**config.mk**
```make
export PLATFORM = sky130hd
export DESIGN_NAME = keypad_scanner
export DESIGN_NICKNAME = d
export VERILOG_FILES = /design/src/rtl/keypad_scanner_pkg.sv /design/src/rtl/keypad_scanner_debounce.sv /design/src/rtl/keypad_scanner.sv
export SDC_FILE = /design/constraint.sdc
export NUM_CORES = 1
export LEC_CHECK = 0
export CORE_ASPECT_RATIO = 1.25
export CORE_UTILIZATION = 45
export CTS_CLUSTER_SIZE = 28
export DETAILED_ROUTE_END_ITERATION = 6
export PLACE_DENSITY = 0.7
export SYNTH_ARGS = -nofsm -noshare
export SYNTH_HDL_FRONTEND = slang
export SYNTH_SLANG_ARGS = --single-unit
```
**constraint.sdc**
```tcl
create_clock -name clock -period 6.7 [get_ports clock]
set_input_delay 1.34 -clock clock [delete_from_list [all_inputs] [get_ports clock]]
set_output_delay 1.34 -clock clock [all_outputs]
set_load 0.03 [all_outputs]
```
**src/rtl/keypad_scanner_pkg.sv**
```systemverilog
// Shared constants, key codes and key-map helpers for the keypad scanner.
package keypad_scanner_pkg;

    localparam int NUM_ROWS = 4;
    localparam int NUM_COLS = 3;
    localparam int NUM_KEYS = NUM_ROWS * NUM_COLS;

    typedef logic [3:0] key_code_t;

    localparam key_code_t KEY_STAR = 4'd10;
    localparam key_code_t KEY_HASH = 4'd11;
    localparam key_code_t KEY_NONE = 4'hF;

    // Key index is row*NUM_COLS + col; layout 1 2 3 / 4 5 6 / 7 8 9 / * 0 #.
    function automatic key_code_t key_of_index(input logic [3:0] idx);
        key_code_t code;
        case (idx)
            4'd0:    code = 4'd1;
            4'd1:    code = 4'd2;
            4'd2:    code = 4'd3;
            4'd3:    code = 4'd4;
            4'd4:    code = 4'd5;
            4'd5:    code = 4'd6;
            4'd6:    code = 4'd7;
            4'd7:    code = 4'd8;
            4'd8:    code = 4'd9;
            4'd9:    code = KEY_STAR;
            4'd10:   code = 4'd0;
            4'd11:   code = KEY_HASH;
            default: code = KEY_NONE;
        endcase
        return code;
    endfunction

    // Row of a key index.
    function automatic logic [1:0] row_of_index(input logic [3:0] idx);
        logic [3:0] row;
        row = idx / 4'd3;
        return row[1:0];
    endfunction

    // Column of a key index.
    function automatic logic [1:0] col_of_index(input logic [3:0] idx);
        logic [3:0] col;
        col = idx % 4'd3;
        return col[1:0];
    endfunction

    // One-hot digit vector; non-digit codes give all zeros.
    function automatic logic [9:0] digit_onehot(input key_code_t code);
        logic [9:0] vec;
        if (code <= 4'd9) begin
            vec = 10'b00_0000_0001 << code;
        end else begin
            vec = 10'b00_0000_0000;
        end
        return vec;
    endfunction

endpackage

```
**src/rtl/keypad_scanner_debounce.sv**
```systemverilog
// Whole-scan debouncer: a new key code is accepted once it has been seen on
// DEBOUNCE_SCANS consecutive scans. Release (KEY_NONE) is handled the same way.
module keypad_debounce
    import keypad_scanner_pkg::*;
#(
    parameter int DEBOUNCE_SCANS = 2
) (
    input  logic      clock,
    input  logic      reset,
    input  logic      scan_done,
    input  key_code_t code,
    output key_code_t debounced,
    output logic      changed
);

    localparam int CNT_W = (DEBOUNCE_SCANS > 1) ? $clog2(DEBOUNCE_SCANS + 1) : 1;
    localparam logic [CNT_W-1:0] CNT_MAX = CNT_W'(DEBOUNCE_SCANS);

    key_code_t        candidate_r;
    key_code_t        debounced_r;
    logic [CNT_W-1:0] count_r;

    key_code_t        candidate_s;
    logic [CNT_W-1:0] count_s;
    logic             accept_s;

    // Next candidate/run-length and acceptance decision for this scan end.
    always_comb begin
        candidate_s = candidate_r;
        count_s     = count_r;
        accept_s    = 1'b0;
        if (scan_done) begin
            if (code == candidate_r) begin
                count_s = (count_r == CNT_MAX) ? count_r : count_r + CNT_W'(1);
            end else begin
                candidate_s = code;
                count_s     = CNT_W'(1);
            end
            accept_s = (count_s == CNT_MAX) && (candidate_s != debounced_r);
        end else begin
            accept_s = 1'b0;
        end
    end

    // Debounce state registers.
    always_ff @(posedge clock) begin
        if (reset) begin
            candidate_r <= KEY_NONE;
            count_r     <= '0;
            debounced_r <= KEY_NONE;
        end else begin
            candidate_r <= candidate_s;
            count_r     <= count_s;
            if (accept_s) begin
                debounced_r <= candidate_s;
            end
        end
    end

    // The next debounced value is exposed so the caller can register it in the same edge.
    assign debounced = accept_s ? candidate_s : debounced_r;
    assign changed   = accept_s;

endmodule

```
**src/rtl/keypad_scanner.sv**
```systemverilog
// 4x3 matrix keypad scanner with debouncing, driving the microwave front-panel
// levels: one-hot keypad digits plus active-low start ('#') and clear ('*').
module keypad_scanner
    import keypad_scanner_pkg::*;
#(
    parameter int ROW_CYCLES     = 3,
    parameter int DEBOUNCE_SCANS = 2
) (
    input  logic       clock,
    input  logic       reset,
    input  logic [2:0] col_n,
    output logic [3:0] row_n,
    output logic [9:0] keypad,
    output logic       startn,
    output logic       clearn,
    output logic       key_event
);

    localparam int TICK_W = (ROW_CYCLES > 1) ? $clog2(ROW_CYCLES) : 1;
    localparam logic [TICK_W-1:0] LAST_TICK = TICK_W'(ROW_CYCLES - 1);

    logic [2:0]        col_meta_r;
    logic [2:0]        col_sync_r;
    logic [1:0]        row_r;
    logic [TICK_W-1:0] tick_r;
    logic [3:0]        row_n_r;
    logic [11:0]       snapshot_r;
    logic [9:0]        keypad_r;
    logic              startn_r;
    logic              clearn_r;
    logic              key_event_r;

    logic              last_tick_s;
    logic              scan_done_s;
    logic [3:0]        row_base_s;
    logic [11:0]       snapshot_s;
    logic [3:0]        ones_s;
    logic [3:0]        idx_s;
    key_code_t         scan_code_s;
    key_code_t         debounced_s;
    logic              changed_s;

    // Two-flop synchronizer on the column inputs (idle level is all ones).
    always_ff @(posedge clock) begin
        if (reset) begin
            col_meta_r <= 3'b111;
            col_sync_r <= 3'b111;
        end else begin
            col_meta_r <= col_n;
            col_sync_r <= col_meta_r;
        end
    end

    assign last_tick_s = (tick_r == LAST_TICK);
    assign scan_done_s = last_tick_s && (row_r == 2'd3);

    // Row/tick counters; row drive is kept registered alongside the row count.
    always_ff @(posedge clock) begin
        if (reset) begin
            row_r   <= 2'd0;
            tick_r  <= '0;
            row_n_r <= 4'b1110;
        end else if (last_tick_s) begin
            tick_r  <= '0;
            row_r   <= row_r + 2'd1;
            row_n_r <= ~(4'b0001 << (row_r + 2'd1));
        end else begin
            tick_r  <= tick_r + TICK_W'(1);
        end
    end

    assign row_base_s = {2'b00, row_r} * 4'd3;

    // Snapshot including the row being captured this cycle, so decode sees row 3 too.
    always_comb begin
        snapshot_s = snapshot_r;
        if (last_tick_s) begin
            snapshot_s[row_base_s +: 3] = ~col_sync_r;
        end else begin
            snapshot_s = snapshot_r;
        end
    end

    // Pressed-key snapshot register.
    always_ff @(posedge clock) begin
        if (reset) begin
            snapshot_r <= 12'h000;
        end else begin
            snapshot_r <= snapshot_s;
        end
    end

    // Decode: exactly one key down gives its code; none or several give KEY_NONE.
    always_comb begin
        ones_s = 4'd0;
        idx_s  = 4'd0;
        for (int i = 0; i < NUM_KEYS; i++) begin
            ones_s = ones_s + {3'b000, snapshot_s[i]};
            idx_s  = snapshot_s[i] ? 4'(i) : idx_s;
        end
        scan_code_s = (ones_s == 4'd1) ? key_of_index(idx_s) : KEY_NONE;
    end

    keypad_debounce #(
        .DEBOUNCE_SCANS(DEBOUNCE_SCANS)
    ) u_debounce (
        .clock    (clock),
        .reset    (reset),
        .scan_done(scan_done_s),
        .code     (scan_code_s),
        .debounced(debounced_s),
        .changed  (changed_s)
    );

    // Registered front-panel outputs derived from the debounced key.
    always_ff @(posedge clock) begin
        if (reset) begin
            keypad_r    <= 10'b00_0000_0000;
            startn_r    <= 1'b1;
            clearn_r    <= 1'b1;
            key_event_r <= 1'b0;
        end else begin
            keypad_r    <= digit_onehot(debounced_s);
            startn_r    <= (debounced_s != KEY_HASH);
            clearn_r    <= (debounced_s != KEY_STAR);
            key_event_r <= changed_s && (debounced_s != KEY_NONE);
        end
    end

    assign row_n     = row_n_r;
    assign keypad    = keypad_r;
    assign startn    = startn_r;
    assign clearn    = clearn_r;
    assign key_event = key_event_r;

endmodule

```
==> impl_metrics.toml <==
[outcome]
outcome = "finished, final reports clean"

[logic_synthesis]
synth_seq_cells = 49
synth-edff-count = 0
syn_inst = 318
yosys_warnings = 0
post_synth.cell_area_avg_um2 = 8.81
seq_area_frac_synth = 0.350
netlist_area_mm2 = 0.00280
synth-main-ff-cell = "dfxtp_1"
async_reset_ff_frac = 0
synth_cell_types = 55
syn_nets = 344

[routing]
vias = 2276
firstDrtPassIters = 4
routed_via_density = 5.32
ant_nets = 0
wirelength_um = 5890
wl_per_cell_um = 13.8
drc_errors = 0
first_iter_violations = 143

[layout]
layout_commonest_cell = "dfxtp_1"
layout-drive-gt1-share = 0.127
synthToLayoutAreaGrowth_pct = 17.5
nets = 371
antenna-diode-count = 0
final_cell_mix = "dfxtp_1, nand2_1, inv_1, nor2_1, clkdlybuf4s50_1"
finish.instance_area_mm2 = 0.00329

[clock_network]
numCtsBuffers = 5
clkSinkCount = 49
clockBufferDepth = 2
ctsHoldBuffers = 0
clk_latency_ns = 0.31
cts_tree = "built"
h-tree-depth = 2
cts_root_buffer = "clkbuf_8"
clkTransAtPathRegs_ns = 0.10

[worst_setup_path]
endpoint_kind = "register"
cp_max_fo = 8
r2r_start = "row_r[1]$_SDFFE_PP0N_"
worstSetupStartpoint = "row_r[1]$_SDFFE_PP0N_"
required_ns = 6.90
arrival_ns = 6.55
worstSetupStartpointType = "register"
crit_type = "reg -> reg"

[timing]
finalMaxSlewViolations = 0
skew_ns = 0.00529
fin_crit_ns = 6.34
fin_setup_tns_ns = 0
final.period_utilization = 0.947
slew_headroom = 0.574
hold_viol_final = 0
setup_viol = 0
holdWs_ns = 0.416
timing.fmax_mhz = 158
worstMarginPinSlew_ns = 0.635

[power]
pwr-share-seq = 0.492
power_leakage_nw = 1.37
p_int_uw = 454
power_density_mw_per_mm2 = 188
total_power_uw = 618
clkPwrFrac = 0.358
p_comb_frac = 0.150
switching_share = 0.266
ir_worst_vdd_mv = 0.115
p_sw_uw = 164

[placement]
dp_hpwl_um = 4390
placed_area_mm2 = 0.00310
place_congestion = 0.843
numPortBuffers = 21

[floorplan]
core_mm2 = 0.00590
die_x_um = 72.6
row_count = 31
ios = 22
dieArea_mm2 = 0.00655
dieHeight_um = 90.2
start_util = 0.475

[global_route]
grt_pass1_vias = 2245
antenna_found_initial = 0
overflow = 0
grt_usage = 0.194
grt_max_degree = 43
grt_pass1_wl_um = 10100

[worst_hold_path]
hp-class = "reg -> reg"
hold_start = "col_meta_r[2]$_SDFF_PP1_"

[job]
drv_cap = 0
==> sequential cells by signal (all words and copies together), names as in the netlist, 2 cells and up <==
name and flops:
snapshot_r 12, keypad 10, col_sync_r 3, tick_r 2, row_n 4, row_r 2, u_debounce.debounced_r 4, u_debounce.count_r 2
col_meta_r 3, u_debounce.candidate_r 4
==> stage by stage <==
step / util / worst slack [ns] / cells
detailed placement: 0.526 / 0.161 / 414
global route: 0.559 / -0.0374 / 428
global placement: 0.526 / 0.335 / 414
finish: 0.559 / 0.358 / 428
CTS: 0.546 / 0.102 / 422
floorplan: - / 0.507 / 318
==> repair_timing <==
| item | CTS | global route |
|---|---|---|
| gates resized for setup | 0 | 6 |
| endpoints found under the setup margin | 0 | 16 |
| buffers inserted | 0 | 6 |
==> cell type report <==
class | count | area [um2]
Tap cell | 82 | 103
Timing Repair Buffer | 34 | 324
Sequential cell | 49 | 981
Clock buffer | 5 | 68.8
Inverter | 32 | 120
Fill cell | 534 | 2600
Multi-Input combinational cell | 223 | 1650
Clock inverter | 3 | 50.0
==> cells by family (layout without fill, tap and decap cells) <==
group,after synthesis,in the layout,synth area share
compound gates,53,53,0.155
xor+xnor,5,5,0.0156
fa+ha+maj,21,21,0.112
buf+inv,46,74,0.0705
flops,49,49,0.350
mux,21,21,0.0768
simple gates,123,123,0.220
==> metal layers <==
layer	GRT usage	routed length (um)	vias up
met5	0	0	-
met4	0.0719	135	0
met3	0.0359	149	12
met2	0.353	3120	37
met1	0.219	2490	1089
li1	-	-	1138
==> synth_stat cells, drive strengths merged, types with 6 or more instances <==
cell type   n  area share
a21oi       6       0.011
and2        6       0.013
buf         6       0.017
clkbuf      8       0.011
dfxtp      49        0.35
fa          7       0.050
ha         14       0.063
inv        32       0.043
mux2i      17       0.061
nand2      36       0.048
nor2       33       0.044
nor2b       7       0.016
nor3        8       0.014
o21ai      11       0.020
or2         7       0.016
==> power groups by stage <==
stage | Combinational (mW) | Sequential [mW] | Clock, mW
6_report | 0.0926 | 0.304 | 0.222
5_1_grt | 0.104 | 0.305 | 0.242
4_1_cts | 0.0894 | 0.304 | 0.227
3_5_place_dp | 0.0887 | 0.311 | 0
3_3_place_gp | 0.0876 | 0.311 | 0
2_1_floorplan | 0.0581 | 0.314 | 0
==> worst max-delay path, cell delays in order, from the launching register on <==
cell and delay [ns]:
dfxtp_1 0.39, inv_1 0.10, ha_2 0.40, nand2_1 0.13, o32a_1 0.38, fa_1 0.58, fa_1 0.43, fa_1 0.50
fa_1 0.40, inv_1 0.07, ha_1 0.17, inv_1 0.06, fa_1 0.41, a211oi_2 0.23, mux2_2 0.19, nand2_1 0.15
a311oi_4 0.37, xnor2_1 0.17, a2111oi_4 0.45, o2111ai_4 0.29, buf_4 0.24, mux2i_1 0.11
==> final timing paths <==
kind         cells after the start  slack, ns                              endpoint
max                             21       0.36  u_debounce.debounced_r[1]$_SDFF_PP1_
min                              1       0.42              col_sync_r[2]$_SDFF_PP1_
max reg2reg                     21       0.36  u_debounce.debounced_r[1]$_SDFF_PP1_
min reg2reg                      1       0.42              col_sync_r[2]$_SDFF_PP1_
(Power assumes the default switching activity.)
